## src/rtl/lc3_writeback.sv

```systemverilog
// LC-3 write-back stage: W_Control source mux, 8 x 16-bit register file with
// asynchronous dual read, and N/Z/P condition codes updated on each commit.
// Optional feature: define LC3_WB_BYPASS_EN to forward DR_in onto a read port
// whose source index matches dr during a commit cycle.
module lc3_writeback #(
  parameter int DATA_W = 16
) (
  input  logic              clock,
  input  logic              reset,
  input  logic              enable_writeback,
  input  logic [1:0]        W_Control,
  input  logic [DATA_W-1:0] aluout,
  input  logic [DATA_W-1:0] pcout,
  input  logic [DATA_W-1:0] npc,
  input  logic [DATA_W-1:0] memout,
  input  logic [2:0]        dr,
  input  logic [2:0]        sr1,
  input  logic [2:0]        sr2,
  output logic [DATA_W-1:0] VSR1,
  output logic [DATA_W-1:0] VSR2,
  output logic [2:0]        psr
);

  logic [DATA_W-1:0] regs [8];
  logic [DATA_W-1:0] dr_in;

  // Condition codes of a committed value, interpreted as two's complement.
  function automatic logic [2:0] cond_codes(input logic signed [DATA_W-1:0] value);
    if (value < 0)
      return 3'b100;
    else if (value == '0)
      return 3'b010;
    else
      return 3'b001;
  endfunction

  // Select the write-back source every cycle.
  always_comb begin
    dr_in = aluout;
    case (W_Control)
      2'd0:    dr_in = aluout;
      2'd1:    dr_in = pcout;
      2'd2:    dr_in = npc;
      default: dr_in = memout;
    endcase
  end

  // Commit DR_in to R[dr] and refresh the condition codes; reset clears all.
  always_ff @(posedge clock or negedge reset) begin
    if (!reset) begin
      for (int i = 0; i < 8; i++) regs[i] <= '0;
      psr <= 3'b000;
    end else if (enable_writeback) begin
      regs[dr] <= dr_in;
      psr      <= cond_codes(dr_in);
    end
  end

  // Asynchronous source reads; registers are already zero while reset is low,
  // and the forwarding path is gated by reset so it cannot leak data then.
  always_comb begin
`ifdef LC3_WB_BYPASS_EN
    VSR1 = (reset && enable_writeback && (sr1 == dr)) ? dr_in : regs[sr1];
    VSR2 = (reset && enable_writeback && (sr2 == dr)) ? dr_in : regs[sr2];
`else
    VSR1 = regs[sr1];
    VSR2 = regs[sr2];
`endif
  end

endmodule

```

## config.mk

```make
export PLATFORM = sky130hd
export DESIGN_NAME = lc3_writeback
export DESIGN_NICKNAME = d
export VERILOG_FILES = /design/src/rtl/lc3_writeback.sv
export SDC_FILE = /design/constraint.sdc
export NUM_CORES = 1
export LEC_CHECK = 0
export CORE_MARGIN = 2
export CORE_UTILIZATION = 43
export DETAILED_ROUTE_END_ITERATION = 16
export PLACE_DENSITY = 0.67
export SLEW_MARGIN = 20
export SYNTH_ARGS = -nofsm -noshare
export SYNTH_HDL_FRONTEND = slang
export SYNTH_SLANG_ARGS = --single-unit
```

## constraint.sdc

```tcl
create_clock -name clock -period 3 [get_ports clock]
set_input_delay 0.3 -clock clock [delete_from_list [all_inputs] [get_ports clock]]
set_output_delay 0.3 -clock clock [all_outputs]
set_load 0.01 [all_outputs]
```

# == After elaboration in Yosys (flattened, before gate mapping) ==
# Cells that the tools add are included.
# classes
magnitude_cmp,5
eq_ne,2
muxes,12
bitwise_logic,3
n_reduce_logical,3
# op_table
op,n
$bwmux W128,1
$bmux W16 S3,2
$mux W16,5
$demux W16 S3,1
$pmux W16 S3,1
$logic_not A16 Y1,1
$lt A16 B1 Y1 const B,1
$ge A4 B4 Y1 const B,3
$not A3 Y4,3
$lt A4 B1 Y1 const B,1
$mux W3,1
$eq A2 B1 Y1 const B,1
$eq A2 B2 Y1 const B,1
$logic_not A2 Y1,1
$mux W2,1
$logic_and A1 B1 Y1,1
# totals
ff_bits,131
input_bits,78
wordCells,34

# == Longest topological paths before layout ==
# Gate-level depths: netlist of run 1.
# logic_depth
ltp_word,6
depth_mapped,6

# == Worst setup path before layout of run 1 ==
# Ideal clock, no wire load.
# synth_timing
path_type,input port to flip-flop
start,in W_Control[1]
end,reg psr[0]
arrival_time_ps,1819
setup_slack_ps,1061
stages,6
path_cell_list,buf_2 -> clkbuf_1 -> mux4_2 -> nor4_2 -> nand4_1 -> a31o_1
# synth_via
elab_chain_len,5
word_cells_on_any_way,8
# synth_rtl
item,line,source
start: declaration,11,"input logic [1:0] W_Control,"
$eq A2 B2 Y1 (tied with other cells),40,case (W_Control)
$pmux W16 S3 (*),40,
"parallel branches: the longest is 2 deep, another holds $lt A16 B1 Y1",n/a,
$mux W3 (*),29,if (value < 0)
end signal: assignment,55,psr <= cond_codes(dr_in);
end: declaration,21,output logic [2:0] psr
# Mark *: on every way between the ends.
# A chain may end at the register's enable or synchronous reset.

# == Final worst setup path of run 1 ==
# layout_timing
start,in sr1[1]
end,out VSR1[15]
# layout_via
elab_chain_len,4
# layout_rtl
item,line,source
start: declaration,17,"input logic [2:0] sr1,"
$not A3 Y4 (implied by the code),66,VSR1 = regs[sr1];
$bmux W16 S3,66,
$mux W16 (implied by the code) (2 in a row),66,
end: declaration,19,"output logic [DATA_W-1:0] VSR1,"
# No other way between the ends. The select of a mux whose other input is x is not followed.

==> results of run 1 <==
-- flip-flops by register name (all words and copies together) (netlist names) --
| signal | flops |
|---|---|
| regs | 128 |
| psr | 3 |
-- cells in the mapped netlist (all sizes together) --
cell	n
nand2	6
nor3b	2
nor2b	1
nand4	2
nand2b	1
a31o	1
dfrtp	131
mux2	158
mux4	80
nand4b	3
buf	21
o22ai	1
nor3	2
inv	1
nor4	4
mux2i	2
clkbuf	13
o21ai	4
-- kinds of logic after synthesis --
kind of cell    Yosys count
compound gates            6
simple gates             21
flops                   131
mux                     240
buf+inv                  35
-- area by class of cell --
cell class              instances  share of cell area [%]
multi-input cells             267                   40.71
flip-flops and latches        131                   35.18
repair buffers                134                   14.77
clock buffers                  23                   5.237
well taps                     220                   2.954
clock inverters                 9                   1.101
inverters                       1                 0.04028
-- power groups by stage --
stage / logic [mW] / registers (mW) / clock network, mW
final: 1.84 / 2.56 / 2.05
after global routing: 1.97 / 2.62 / 2.18
after CTS: 1.87 / 2.55 / 2.09
after detailed placement: 1.86 / 2.58 / 0
after global placement: 1.82 / 2.52 / 0
after floorplan: 1.20 / 2.46 / 0
-- layer usage --
metal	GRT usage (%)	vias to the layer above	share of wire, %
li1	-	1967	-
met1	31.68	2510	44
met4	7.151	0	1.5
met2	36.87	123	50
met5	0	-	0
met3	4.985	21	4.4
-- final timing paths --
check	slack, ns	cells after the start	end	start
min in group clock	0.50	2	regs[31]	regs[31]
min	0.49	2	regs[55]	reset
max in group asynchronous	1.65	3	regs[32]	reset
min reg2reg	0.50	2	regs[31]	regs[31]
max	0.50	5	VSR1[15]	sr1[1]
max reg2reg	2.16	2	psr[0]	psr[0]
-- stage by stage --
| step | std cells | utilization (%) | hold slack (ns) | instance area, sq um |
|---|---|---|---|---|
| 2_1_floorplan | 433 | - | 0.004409 | 7241 |
| 3_3_place_gp | 752 | 52.75 | 0.4125 | 8717 |
| 3_5_place_dp | 752 | 52.75 | 0.4237 | 8717 |
| 4_1_cts | 785 | 56.39 | 0.5062 | 9318 |
| 5_1_grt | 785 | 56.39 | 0.5210 | 9318 |
| 6_report | 785 | 56.39 | 0.4927 | 9318 |
==> run_results.csv, run 1 <==
group,metric,value,unit
outcome,outcome,"complete, no violations",
grt,grt_usage,23.02,%
final_layout,n_antenna_cell,0,
synthesis,yosys_warnings,0,
synthesis,synth_compound_area_share,0.4838,%
die,io_pins,113,
critical_path,worstPathRequired,2.70,ns
cts,cts-root-buf,"clkbuf_16",
final_layout,multiInputGateArea,3794,sq um
detailed_routing,post-route-drc-count,0,
timing,rsz0062_at_grt,"false",
die,num_rows,47,
power_and_ir_drop,leakage,3.676,nW
die,initial_utilization,43.82,%
cts,hold_buffers,1,
timing,clock.fmax,0.3999,GHz
power_and_ir_drop,powerDensity,692.8,nW/um^2
synthesis,synthXorXnorAreaFrac,0,%
power_and_ir_drop,irDropWorstVdd,0.4369,mV
cts,cts.sinks,131,
placement,numPortBuffers,112,
detailed_routing,drtPass1Iterations,4,
timing,worstMarginPinSlew,0.7717,ns
synthesis,synth_cells,433,
power_and_ir_drop,clockPowerShare,31.8,%
detailed_routing,vias_per_cell,5.887,
critical_path,worstPathArrival,2.20,ns
detailed_routing,wl_per_cell,24.38,um
critical_path,end_kind,"output pin",
power_and_ir_drop,cellInternalPower,4.763,mW
power_and_ir_drop,sw_frac_of_total,26.21,%
synthesis,syn_nets,511,
placement,routabilityCongestion,0.7517,
grt,grt_pass1_wl,29.94,mm
synthesis,yosys_register_bits,131,
critical_path,cp_max_fo,32,
placement,hpwl,12.10,mm
critical_path,crit_slowest_cell,"clkdlybuf4s50_1",
flow_run,drv_cap,0,
critical_path,cp-start-kind,"input pin",
final_layout,layout_common_cells,"mux2_2 (145), dfrtp_1 (131), clkdlybuf4s50_1 (109)",
placement,place_ws,0.3380,ns
grt,grt_pass1_vias,5040,
timing,setup_violations,0,
grt,grt_start_max_net_pins,74,
synthesis,synth_fa_ha_area_share,0,%
critical_path,crit_chain,"clkdlybuf4s50_1, buf_12, mux4_2, mux2_2, clkdlybuf4s50_1",
synthesis,synth_area,7241,sq um
timing,fin_crit,2.500,ns
critical_path,path_delay_family,"buffers and inverters",
grt,overflow,0,
final_layout,drive_gt1_share,49.91,%
timing,final.setup.worst_slack,0.4996,ns
power_and_ir_drop,total_power,6.456,mW
cts,cts_inserted_buffers,17,
synthesis,synth_top_family_by_area,"multiplexers",
detailed_routing,drt-total-wl,19.14,mm
critical_path,crit_path_max_incr_delay,0.50,ns
final_layout,final_nets,630,
detailed_routing,ant_nets,0,
die,dieArea,17890,sq um
critical_path,critPathBufInv,3,
cts,ctsResizeCount,0,
synthesis,synthSimpleGateAreaFrac,2.074,%
timing,fin_crit_sh,83.35,%
cts,cts_tree,"yes",
power_and_ir_drop,combPwrFrac,28.6,%
timing,skew,0,ns
timing,drv_slew,0,
synthesis,yosysSeqAreaShare,45.27,%
synthesis,ys_top_cells_by_area,"dfrtp_1 (45%), mux4_2 (24%), mux2_2 (23%)",
cts,clkLatencyLatePin,0.42,ns
grt,antenna_found_initial,0,
synthesis,syn_area_per_cell,16.72,sq um
timing,max_slew_margin,48.56,%
cts,clk_pin_slew,0.05,ns
synthesis,yosysUniqueCellTypes,24,
timing,timing_hold_violations_final,0,
synthesis,synth.area.mux_share,49.84,%
worst_hold_path,holdCritPathClass,"input pin to async pin",
synthesis,yosys.area.top_type,"dfrtp_1",
final_layout,register_area,3278,sq um
cts,htreeDepth,4,
synthesis,yosys.area.top_type_share,45.27,%
timing,setup_tns,0,ns
final_layout,area_growth,28.69,%
die,dieHeight,133.8,um
final_layout,final_common_cell,"mux2_2",
final_layout,nFillCells,1330,
die,die_w,133.8,um
critical_path,path_common_cell,"clkdlybuf4s50_1",
power_and_ir_drop,p_sw,1.692,mW
detailed_routing,drt_iter0_drc,270,
cts,max-clock-path-buffers,2,
critical_path,criticalPathCategory,"input pin to output pin",
power_and_ir_drop,seqPwrFrac,39.7,%
cts,postCtsSetupBuffers,0,
die,core,16520,sq um
detailed_routing,vias,4621,
(Power assumes the default switching activity.)
==> run 2: changes to the inputs <==
--- a/config.mk
+++ b/config.mk
@@ -8,7 +8,7 @@
 export CORE_MARGIN = 2
 export CORE_UTILIZATION = 43
 export DETAILED_ROUTE_END_ITERATION = 16
-export PLACE_DENSITY = 0.67
+export PLACE_DENSITY = 0.7
 export SLEW_MARGIN = 20
 export SYNTH_ARGS = -nofsm -noshare
 export SYNTH_HDL_FRONTEND = slang
==> constraint.sdc (replaced) <==
create_clock -name clock -period 2.3 [get_ports clock]
set_input_delay 0.23 -clock clock [delete_from_list [all_inputs] [get_ports clock]]
set_output_delay 0.23 -clock clock [all_outputs]
set_load 0.01 [all_outputs]
==> run_results.csv, run 2 (same netlist as run 1, synthesis figures left out) <==
group,metric,value,unit
power_and_ir_drop,irDropWorstVdd,0.6201,mV
timing,final.setup.worst_slack,0.1938,ns
die,die_w,133.8,um
final_layout,n_antenna_cell,0,
timing,worstMarginPinSlew,0.6069,ns
grt,grt_pass1_wl,31.07,mm
grt,grt_usage,23.60,%
timing,fin_crit,2.106,ns
detailed_routing,vias,4774,
outcome,outcome,"complete, no violations",
final_layout,drive_gt1_share,51.45,%
final_layout,largest_reg_flops,128,
timing,max_slew_margin,59.54,%
final_layout,area_growth,34.32,%
critical_path,end_kind,"output pin",
placement,place_ws,-0.1665,ns
cts,cts_tree,"yes",
final_layout,final_nets,654,
detailed_routing,drtPass1Iterations,4,
power_and_ir_drop,leakage,4.156,nW
timing,clock.fmax,0.4748,GHz
placement,numPortBuffers,112,
critical_path,crit_path_max_incr_delay,0.49,ns
grt,grt_start_max_net_pins,48,
cts,postCtsSetupBuffers,0,
die,io_pins,113,
worst_hold_path,holdCritPathClass,"input pin to async pin",
die,dieArea,17890,sq um
cts,cts-root-buf,"clkbuf_16",
final_layout,reg_top3,"regs: 128 flops, psr: 3 flops",
final_layout,final_common_cell,"mux2_2",
final_layout,layout_common_cells,"mux2_2 (145), dfrtp_1 (131), mux4_2 (78)",
placement,routabilityCongestion,0.8118,
cts,cts.sinks,131,
cts,cts_inserted_buffers,17,
cts,clkLatencyLatePin,0.41,ns
detailed_routing,ant_nets,0,
die,dieHeight,133.8,um
cts,clk_pin_slew,0.05,ns
grt,antenna_found_initial,0,
timing,fin_crit_sh,91.57,%
timing,setup_tns,0,ns
critical_path,criticalPathCategory,"flop to output pin",
timing,timing_hold_violations_final,0,
detailed_routing,drt_iter0_drc,257,
grt,overflow,0,
flow_run,drv_cap,0,
detailed_routing,post-route-drc-count,0,
die,initial_utilization,43.82,%
final_layout,nFillCells,1262,
detailed_routing,drt-total-wl,19.77,mm
die,core,16520,sq um
die,num_rows,47,
critical_path,cp-start-kind,"flop",
critical_path,critPathBufInv,1,
detailed_routing,vias_per_cell,5.916,
critical_path,cp_max_fo,3,
timing,rsz0062_at_grt,"false",
critical_path,crit_slowest_cell,"mux4_2",
timing,setup_violations,0,
critical_path,crit_chain,"mux4_2, mux2_2, dlygate4sd2_1",
timing,drv_slew,0,
critical_path,path_delay_family,"multiplexers",
cts,max-clock-path-buffers,2,
cts,htreeDepth,4,
critical_path,worstPathRequired,2.07,ns
critical_path,worstPathArrival,1.88,ns
timing,skew,0,ns
grt,grt_pass1_vias,5416,
power_and_ir_drop,powerDensity,851.2,nW/um^2
final_layout,regMostFlops,"regs",
placement,hpwl,12.81,mm
detailed_routing,wl_per_cell,24.50,um
[run 2: changes by cell type in the layout (fill, tap and decap cells not counted)]
cell             previous run  this run
dlygate4sd2_1               0         7
clkinv_2                    4         5
clkdlybuf4s50_1           109        75
bufinv_16                   2         1
clkbuf_1                    2         4
buf_12                      8        22
dlymetal6s2s_1              0        26
clkinvlp_4                  3         0
bufbuf_16                   0         2
buf_4                      14        22
clkbuf_8                    4         3
clkdlybuf4s15_1             0         1
[run 2: final timing paths]
kind,start,end,slack (ns),cells after the start
max,regs[15],VSR2[15],0.19,3
max reg2reg,regs[23],regs[23],1.50,1
min,reset,regs[45],0.37,2
min reg2reg,regs[27],regs[27],0.51,1
max in group asynchronous,reset,regs[48],1.26,3
min in group clock,regs[27],regs[27],0.51,1
[run 2: routing by layer]
| metal | part of all wire (%) | GRT usage, % | routed length, um | vias to the layer above |
|---|---|---|---|---|
| li1 | - | - | - | 2024 |
| met1 | 42 | 30.71 | 8240 | 2574 |
| met2 | 52 | 40.14 | 10210 | 154 |
| met3 | 5.4 | 4.680 | 1065 | 22 |
| met4 | 1.3 | 7.270 | 250 | 0 |
| met5 | 0 | 0 | 0 | - |
[run 2: layout make-up]
type / count / area (sq um) / share of cell area (%)
multi-input combinational: 267 / 3794 / 39.01
inverter: 1 / 3.754 / 0.03860
timing repair buffer: 158 / 1838 / 18.90
clock inverter: 6 / 55.05 / 0.5661
sequential: 131 / 3278 / 33.71
tap: 220 / 275.3 / 2.830
clock buffer: 24 / 481.7 / 4.953
[run 2: through the flow]
step           instance area, sq um  hold slack, ns  instances  util, %  total power [mW]
2_1_floorplan                  7241        -0.06559        433        -             4.783
3_3_place_gp                   9057          0.2693        774    54.81             5.734
3_5_place_dp                   9057          0.2793        774    54.81             5.867
4_1_cts                        9659          0.3866        807    58.45             8.379
5_1_grt                        9726          0.4042        807    58.86             8.669
6_report                       9726          0.3672        807    58.86             8.278
[run 2: power breakdown]
| part | switching (mW) | total, mW | internal [mW] |
|---|---|---|---|
| Combinational | 0.820 | 2.43 | 1.61 |
| Sequential | 0.429 | 3.34 | 2.91 |
| Clock | 0.960 | 2.51 | 1.55 |
| Total | 2.21 | 8.28 | 6.07 |
[run 2: timing repair]
| action | 4_1_cts | 5_1_grt |
|---|---|---|
| gates cloned | 2 | 0 |
| setup endpoints to repair | 32 | 26 |
| hold buffers | 1 | 0 |
| gates resized for setup | 8 | 27 |
| pin swaps | 0 | 0 |
| hold endpoints to repair | 42 | 0 |
==> run 3: changes to the inputs <==
--- a/config.mk
+++ b/config.mk
@@ -8,7 +8,8 @@
 export CORE_MARGIN = 2
 export CORE_UTILIZATION = 43
 export DETAILED_ROUTE_END_ITERATION = 16
-export PLACE_DENSITY = 0.7
+export PLACE_DENSITY = 0.67
+export REMOVE_ABC_BUFFERS = 1
 export SLEW_MARGIN = 20
 export SYNTH_ARGS = -nofsm -noshare
 export SYNTH_HDL_FRONTEND = slang
==> constraint.sdc (replaced) <==
create_clock -name clock -period 2.44 [get_ports clock]
set_input_delay 0.244 -clock clock [delete_from_list [all_inputs] [get_ports clock]]
set_output_delay 0.244 -clock clock [all_outputs]
set_load 0.01 [all_outputs]
==> run_results.csv, run 3 (same netlist as run 1, synthesis figures left out) <==
group,metric,value,unit
detailed_routing,drtPass1Iterations,4,
final_layout,nFillCells,1281,
timing,drv_slew,0,
timing,fin_crit,2.411,ns
cts,cts-root-buf,"clkbuf_16",
detailed_routing,vias,4664,
placement,routabilityCongestion,0.7744,
detailed_routing,ant_nets,0,
critical_path,criticalPathCategory,"input pin to output pin",
final_layout,final_common_cell,"mux2_2",
timing,worstMarginPinSlew,0.4445,ns
placement,place_ws,-0.03578,ns
grt,grt_pass1_wl,29.42,mm
cts,cts_inserted_buffers,17,
grt,grt_usage,22.24,%
timing,final.setup.worst_slack,0.02908,ns
final_layout,drive_gt1_share,52.20,%
timing,rsz0062_at_grt,"false",
detailed_routing,drt_iter0_drc,279,
detailed_routing,vias_per_cell,5.758,
detailed_routing,wl_met1,7.867,mm
grt,overflow,0,
critical_path,r2r_start,"psr[0]",
critical_path,r2r_cells,2,
die,dieArea,17890,sq um
cts,cts_tree,"yes",
detailed_routing,wl_met3,819,um
critical_path,worstPathArrival,2.17,ns
final_layout,area_growth,33.04,%
final_layout,layout_common_cells,"mux2_2 (145), dfrtp_1 (131), clkdlybuf4s50_1 (109)",
critical_path,worst-r2r-setup-slack,1.61,ns
detailed_routing,wl_met2,10.04,mm
timing,timing_hold_violations_final,0,
detailed_routing,wl_per_cell,23.41,um
final_layout,final_nets,657,
die,io_pins,113,
detailed_routing,drt-total-wl,18.97,mm
timing,skew,0,ns
critical_path,reg2reg_to,"psr[0]",
timing,setup_violations,0,
placement,numPortBuffers,112,
power_and_ir_drop,irDropWorstVdd,0.7182,mV
die,core,16520,sq um
cts,cts.sinks,131,
grt,antenna_found_initial,0,
grt,grt_start_max_net_pins,53,
flow_run,drv_cap,0,
critical_path,crit_chain,"clkdlybuf4s50_1, buf_12, mux4_2, mux2_2, clkdlybuf4s50_1",
placement,hpwl,12.42,mm
detailed_routing,top_layer,"met4",
timing,max_slew_margin,70.36,%
final_layout,final_util,58.29,%
cts,max-clock-path-buffers,2,
final_layout,largest_reg_flops,128,
power_and_ir_drop,powerDensity,851.9,nW/um^2
cts,postCtsSetupBuffers,0,
critical_path,crit_path_max_incr_delay,0.51,ns
critical_path,cp-start-kind,"input pin",
die,initial_utilization,43.82,%
die,die_w,133.8,um
critical_path,end_kind,"output pin",
timing,clock.fmax,0.4148,GHz
final_layout,n_antenna_cell,0,
critical_path,path_common_cell,"clkdlybuf4s50_1",
critical_path,cp_max_fo,32,
detailed_routing,post-route-drc-count,0,
critical_path,crit_slowest_cell,"clkdlybuf4s50_1",
final_layout,reg_top3,"regs: 128 flops, psr: 3 flops",
outcome,outcome,"complete, no violations",
grt,grt_pass1_vias,5105,
final_layout,regMostFlops,"regs",
worst_hold_path,holdCritPathClass,"input pin to async pin",
timing,fin_crit_sh,98.81,%
die,num_rows,47,
critical_path,worstPathRequired,2.20,ns
cts,clk_pin_slew,0.06,ns
cts,clkLatencyLatePin,0.41,ns
cts,htreeDepth,4,
die,dieHeight,133.8,um
power_and_ir_drop,leakage,3.847,nW
run 3: changes by cell type in the layout (fill, tap and decap cells not counted), moves of 2 or more:
| cell | change |
|---|---|
| clkdlybuf4s50_1 | +34 |
| dlymetal6s2s_1 | -26 |
| buf_4 | +13 |
| buf_12 | -8 |
| dlygate4sd2_1 | -7 |
| bufinv_16 | +4 |
| clkbuf_1 | -3 |
| bufbuf_16 | -2 |
| clkbuf_8 | -2 |
| clkinvlp_4 | +2 |
run 3: cell type report:
type / instances / area [sq um] / area share [%]
Timing Repair Buffer: 161 / 1654 / 17.17
Inverter: 1 / 3.754 / 0.03897
Tap cell: 220 / 275.3 / 2.858
Clock inverter: 11 / 185.2 / 1.922
Multi-Input combinational cell: 267 / 3794 / 39.38
Sequential cell: 131 / 3278 / 34.03
Clock buffer: 19 / 442.9 / 4.598
run 3: what timing repair did:
action	CTS	global route
gates resized for setup	0	0
hold buffers	1	0
endpoints found under the hold margin	30	0
run 3: worst max-delay path by stage:
stage / start / slack [ns] / cells after the start / to
floorplan: dr[0] / 0.75 / 3 / regs[80]
global placement: W_Control[0] / -0.002 / 7 / psr[0]
detailed placement: W_Control[0] / -0.04 / 7 / psr[0]
CTS: sr1[1] / 0.04 / 5 / VSR1[14]
global route: sr1[1] / 0.003 / 5 / VSR1[10]
finish: sr1[1] / 0.03 / 5 / VSR1[11]
run 3: per-layer routing:
metal	global-route usage, %	vias to the layer above
li1	-	2028
met1	28.59	2496
met2	38.58	120
met3	4.718	20
met4	5.615	0
met5	0	-
run 3: worst max-delay path, delay by kind of cell:
family	cells	cell delay [ns]
muxes	2	0.66
buffers and inverters	3	1.23
run 3: report_power, final:
group / total (mW) / leakage [nW] / switching, mW / internal, mW
Combinational: 2.33 / 1.97 / 0.766 / 1.56
Clock: 2.73 / 0.304 / 0.910 / 1.82
Sequential: 3.15 / 1.58 / 0.408 / 2.74
Total: 8.21 / 3.85 / 2.08 / 6.12
run 3: per-stage QoR:
stage	cell area [sq um]	cells	TNS, ns	total power, mW	hold slack, ns
floorplan	7076	399	0	4.435	-0.05159
global placement	8995	779	-0.002476	5.387	0.2129
detailed placement	8995	779	-0.06513	5.510	0.2150
CTS	9633	810	0	8.280	0.3201
global route	9633	810	0	8.582	0.3384
finish	9633	810	0	8.207	0.3061
